==> src/rtl/tournament_selector_table.sv <==
// tournament_selector_table
//   PC-indexed table of 2-bit tournament chooser states (00 SL, 01 WL, 10 WG, 11 SG).
//   Fetch side reads the chooser for if_pc and picks the local or global prediction.
//   Memory side writes back the updated chooser state from the tournament FSM.
//   After reset, the table is swept to WL (01) one entry per cycle before lookups are valid.
// Ports
//   clk, rst        clock, synchronous active-high reset
//   if_pc           fetch PC (index = pc[IDX_BITS+1:2])
//   if_local_pred   local predictor counter for if_pc
//   if_global_pred  global predictor counter for if_pc
//   if_sel          chooser state for if_pc (bypassed / forced during init)
//   if_taken        final predicted direction
//   mem_update      write strobe for a resolved branch
//   mem_pc          PC of the resolved branch
//   mem_sel_new     updated chooser state to store
//   ready           table initialised, lookups valid
module tournament_selector_table #(
  parameter int unsigned IDX_BITS = 6,
  parameter int unsigned PC_WIDTH = 32
) (
  input  logic                clk,
  input  logic                rst,
  input  logic [PC_WIDTH-1:0] if_pc,
  input  logic [1:0]          if_local_pred,
  input  logic [1:0]          if_global_pred,
  output logic [1:0]          if_sel,
  output logic                if_taken,
  input  logic                mem_update,
  input  logic [PC_WIDTH-1:0] mem_pc,
  input  logic [1:0]          mem_sel_new,
  output logic                ready
);

  localparam int unsigned Depth = 2 ** IDX_BITS;

  typedef enum logic [0:0] {StInit, StRun} state_e;

  state_e              state_q;
  logic [IDX_BITS-1:0] init_ptr_q;
  logic                ready_q;
  logic [1:0]          table_q [Depth];

  logic [IDX_BITS-1:0] if_idx;
  logic [IDX_BITS-1:0] mem_idx;

  assign if_idx  = if_pc[IDX_BITS+1:2];
  assign mem_idx = mem_pc[IDX_BITS+1:2];

  // Word-offset bits and bits above the index are deliberately ignored (no tag check).
  logic unused_pc_bits;
  assign unused_pc_bits = ^{if_pc[PC_WIDTH-1:IDX_BITS+2], if_pc[1:0],
                            mem_pc[PC_WIDTH-1:IDX_BITS+2], mem_pc[1:0],
                            if_local_pred[0], if_global_pred[0]};

  // Controller: INIT sweeps every entry once, then RUN until the next reset.
  always_ff @(posedge clk) begin
    if (rst) begin
      state_q    <= StInit;
      init_ptr_q <= '0;
      ready_q    <= 1'b0;
    end else begin
      unique case (state_q)
        StInit: begin
          init_ptr_q <= init_ptr_q + 1'b1;
          if (init_ptr_q == IDX_BITS'(Depth - 1)) begin
            state_q <= StRun;
            ready_q <= 1'b1;
          end
        end
        StRun: begin
          state_q <= StRun;
        end
        default: begin
          state_q <= StInit;
          ready_q <= 1'b0;
        end
      endcase
    end
  end

  // Storage has no reset; the INIT sweep is what removes X from every entry.
  // Write-backs arriving during INIT are dropped.
  always_ff @(posedge clk) begin
    if (!rst) begin
      if (state_q == StInit) begin
        table_q[init_ptr_q] <= 2'b01;
      end else if (mem_update) begin
        table_q[mem_idx] <= mem_sel_new;
      end
    end
  end

  // Lookup with same-cycle bypass so a branch resolving now is seen by fetch now.
  always_comb begin
    if_sel = table_q[if_idx];
    if (state_q == StInit) begin
      if_sel = 2'b01;
    end else if (mem_update && (mem_idx == if_idx)) begin
      if_sel = mem_sel_new;
    end
  end

  assign if_taken = if_sel[1] ? if_global_pred[1] : if_local_pred[1];
  assign ready    = ready_q;

endmodule

==> config.mk <==
export PLATFORM = sky130hd
export DESIGN_NAME = tournament_selector_table
export DESIGN_NICKNAME = d
export VERILOG_FILES = /design/src/rtl/tournament_selector_table.sv
export SDC_FILE = /design/constraint.sdc
export NUM_CORES = 1
export LEC_CHECK = 0
export CORE_MARGIN = 5
export CORE_UTILIZATION = 40
export DETAILED_ROUTE_END_ITERATION = 12
export GPL_ROUTABILITY_DRIVEN = 0
export PLACE_DENSITY = 0.69
export SLEW_MARGIN = 10
export SYNTH_ARGS = -nofsm -noshare
export SYNTH_HDL_FRONTEND = slang
export SYNTH_SLANG_ARGS = --single-unit
==> constraint.sdc <==
create_clock -name clk -period 4.3 [get_ports clk]
set_input_delay 0.645 -clock clk [delete_from_list [all_inputs] [get_ports clk]]
set_output_delay 0.645 -clock clk [all_outputs]
set_load 0.05 [all_outputs]
==> results.json <==
{
  "status": "completed",
  "timing.critical_path.mode_cell": "mux4_2",
  "post-route-period-util_pct": 88.7,
  "slowest_delay_ns": 0.52,
  "synth_area_leaders": "edfxtp_1 (65%), mux4_2 (10%), nor2_1 (4.7%)",
  "tmin_final_ns": 3.82,
  "clock_sink_count": 136,
  "detail_route.first_pass.iterations": 5,
  "dpl.hpwl_um": 7930,
  "syn-instance-count": 371,
  "report.final.hold_viol_count": 0,
  "ys_seq_elements": 136,
  "clock-root-buffer": "clkbuf_16",
  "netlist.area_leader.share_pct": 64.7,
  "max-vdd-ir-drop_v": 0.000309,
  "crit_path_cell_trace": "clkdlybuf4s50_1 > buf_12 > mux4_2 > mux4_2 > mux4_2 > nand2b_1 > nand3_1 > buf_4",
  "post_route_cells_drive_above_1_share_pct": 18.5,
  "antenna_cells": 0,
  "crit_fanout": 30,
  "drv.max_cap_violation_count": 0,
  "hold_ws_ns": 0.487,
  "grt_setup_unrepaired": "false",
  "insertion_delay_ns": 0.41,
  "die_width_um": 132,
  "critPathLaunchType": "primary input",
  "worstMarginPinSlew_ns": 1.09,
  "cts_buffers": 17,
  "setup.worst_path.class": "in -> out",
  "yosysUniqueCellTypes": 39,
  "drt_wl_total_um": 12200,
  "p_leak_uw": 0.00253,
  "worst_setup_path_end_kind": "output port",
  "cts_resized": 0,
  "drt_iter0_markers": 365,
  "io_pins": 77,
  "die_height_um": 132,
  "worstPathRequired_ns": 3.65,
  "final_net_count": 483,
  "postSynthNetCount": 445,
  "post_detailed_route_wirelength_per_cell_um": 20.1,
  "clock.fmax_mhz": 262,
  "filler_cell_count": 1181,
  "utilization_pct": 48.7,
  "gr-usage-all-layers_pct": 14.3,
  "number_of_global_route_vias_before_repair": 3420,
  "hold_crit_class": "reg -> reg",
  "mostFrequentLayoutCell": "edfxtp_1",
  "floorplan.rows": 44,
  "clock_skew_ns": 0.00669,
  "final_report_max_slew_violation_count": 0,
  "placeableCoreArea_sq_mm": 0.0145,
  "remaining_drc_errors": 0,
  "most-common-layout-cells": "edfxtp_1 (128), nor2_1 (73), mux4_2 (27), nand2_1 (21), clkdlybuf4s50_1 (18)",
  "grt_first_pass_wirelength_um": 19200,
  "yosysSeqAreaShare_pct": 67.4,
  "synthToLayoutAreaGrowth_pct": 19.3,
  "report.final.setup_viol": 0,
  "max_slew_margin_pct": 27.1,
  "antenna_found_initial": 0,
  "clock_tree.buffer_depth": 2,
  "grt_overflow_total": 0,
  "worst-endpoint-arrival_ns": 3.17,
  "drt.antenna.violating_nets": 0,
  "floorplan.initialDensity_pct": 40.9,
  "cts_hold_buf": 0,
  "grt_max_degree": 65,
  "cts_setup_buffers": 0,
  "detail_route.vias_per_cell": 5.62,
  "clock_h_tree_levels": 4,
  "stdcell_count": 606,
  "setup_tns_ns": 0,
  "place.port_buffers": 22,
  "cts_tree": "done",
  "synth_largest_area_cell": "edfxtp_1",
  "synthesis.yosys.warnings": 0,
  "power.density_cell_area_mw_per_mm2": 450,
  "die_area_sq_mm": 0.0174,
  "syn-cell-area_sq_mm": 0.00594,
  "dp_cell_count": 574,
  "synth.avg_cell_area_sq_um": 16.0,
  "worst_setup_hold_path_clk_slew_ns": 0.06,
  "worst_path_max_delay_cell": "mux4_2",
  "dr_total_vias": 3403
}
-- worst max-delay path, delay by kind of cell --
| kind | cells | cell delay, ns |
|---|---|---|
| buffers and inverters | 3 | 0.95 |
| and+or+nand+nor | 2 | 0.16 |
| muxes | 3 | 1.36 |
-- power breakdown --
part,leakage (uW),total [uW],switching [uW],internal (uW)
clock network,0.000311,1610,530,1080
logic,0.000782,139,73.3,65.7
registers,0.00144,1440,4.83,1430
-- state kept, by name (all words and copies together), names as in the netlist --
signal,cells
init_ptr_q,6
ready,1
state_q,1
table_q,128
-- layer usage --
metal  GRT usage, %  share of wire (%)
met4           4.11                1.1
met3           4.20                6.3
met2           23.0                 50
met5              0                  0
met1           19.2                 42
-- area by class of cell --
| type | instances | area [sq um] | area share (%) |
|---|---|---|---|
| inverters | 4 | 15.0 | 0.212 |
| clock buffers | 18 | 429 | 6.06 |
| flip-flops and latches | 136 | 4000 | 56.5 |
| clock inverters | 14 | 229 | 3.23 |
| well taps | 184 | 230 | 3.25 |
| repair buffers | 35 | 343 | 4.84 |
| multi-input cells | 215 | 1830 | 25.9 |
-- cell families (layout without fill, tap and decap cells) --
logic type                 after synthesis  in the layout  synth area share, %
xor gates and xnor gates                10             10                 1.47
AOI/OAI and AO/OA                       23             23                 2.49
and+or+nand+nor                        133            133                 10.0
DFF                                    136            136                 67.4
muxes                                   48             48                 16.5
adders and majority gates                1              1                0.211
buffers and inverters                   20             71                 1.83
-- Yosys cell counts (all sizes together) --
cell type,count
a21oi,3
a221oi,1
a31o,1
a31oi,5
and3,2
buf,8
clkbuf,8
dfxtp,8
edfxtp,128
ha,1
inv,4
mux2,1
mux2i,10
mux4,37
nand2,21
nand2b,6
nand3,8
nand3b,7
nand4,2
nand4b,1
nor2,74
nor2b,4
nor3,1
nor3b,1
nor4,1
o2111ai,1
o21a,2
o21ai,6
o22ai,1
o31a,1
o31ai,2
or2,2
or3,3
xnor2,4
xor2,6
-- path summary, 6_finish.rpt --
kind	to	from	cells past startpoint	slack, ns
worst min-delay path	ready$_SDFFE_PP0P_	ready$_SDFFE_PP0P_	2	0.49
worst max register to register	table_q[22][0]$_DFFE_PP_	state_q$_SDFF_PP0_	5	1.51
worst min register to register	ready$_SDFFE_PP0P_	ready$_SDFFE_PP0P_	2	0.49
worst max-delay path	if_sel[0]	if_pc[3]	8	0.48
-- per-stage QoR --
stage          cell area, sq um  total power (uW)  setup WS (ns)
4_1_cts                    7080              3200          0.480
5_1_grt                    7080              3280          0.250
3_5_place_dp               6420              1600          0.485
6_report                   7080              3190          0.485
3_3_place_gp               6420              1600          0.458
2_1_floorplan              5940              1550         0.0596
Note: power is estimated with default switching activity, not from simulation.
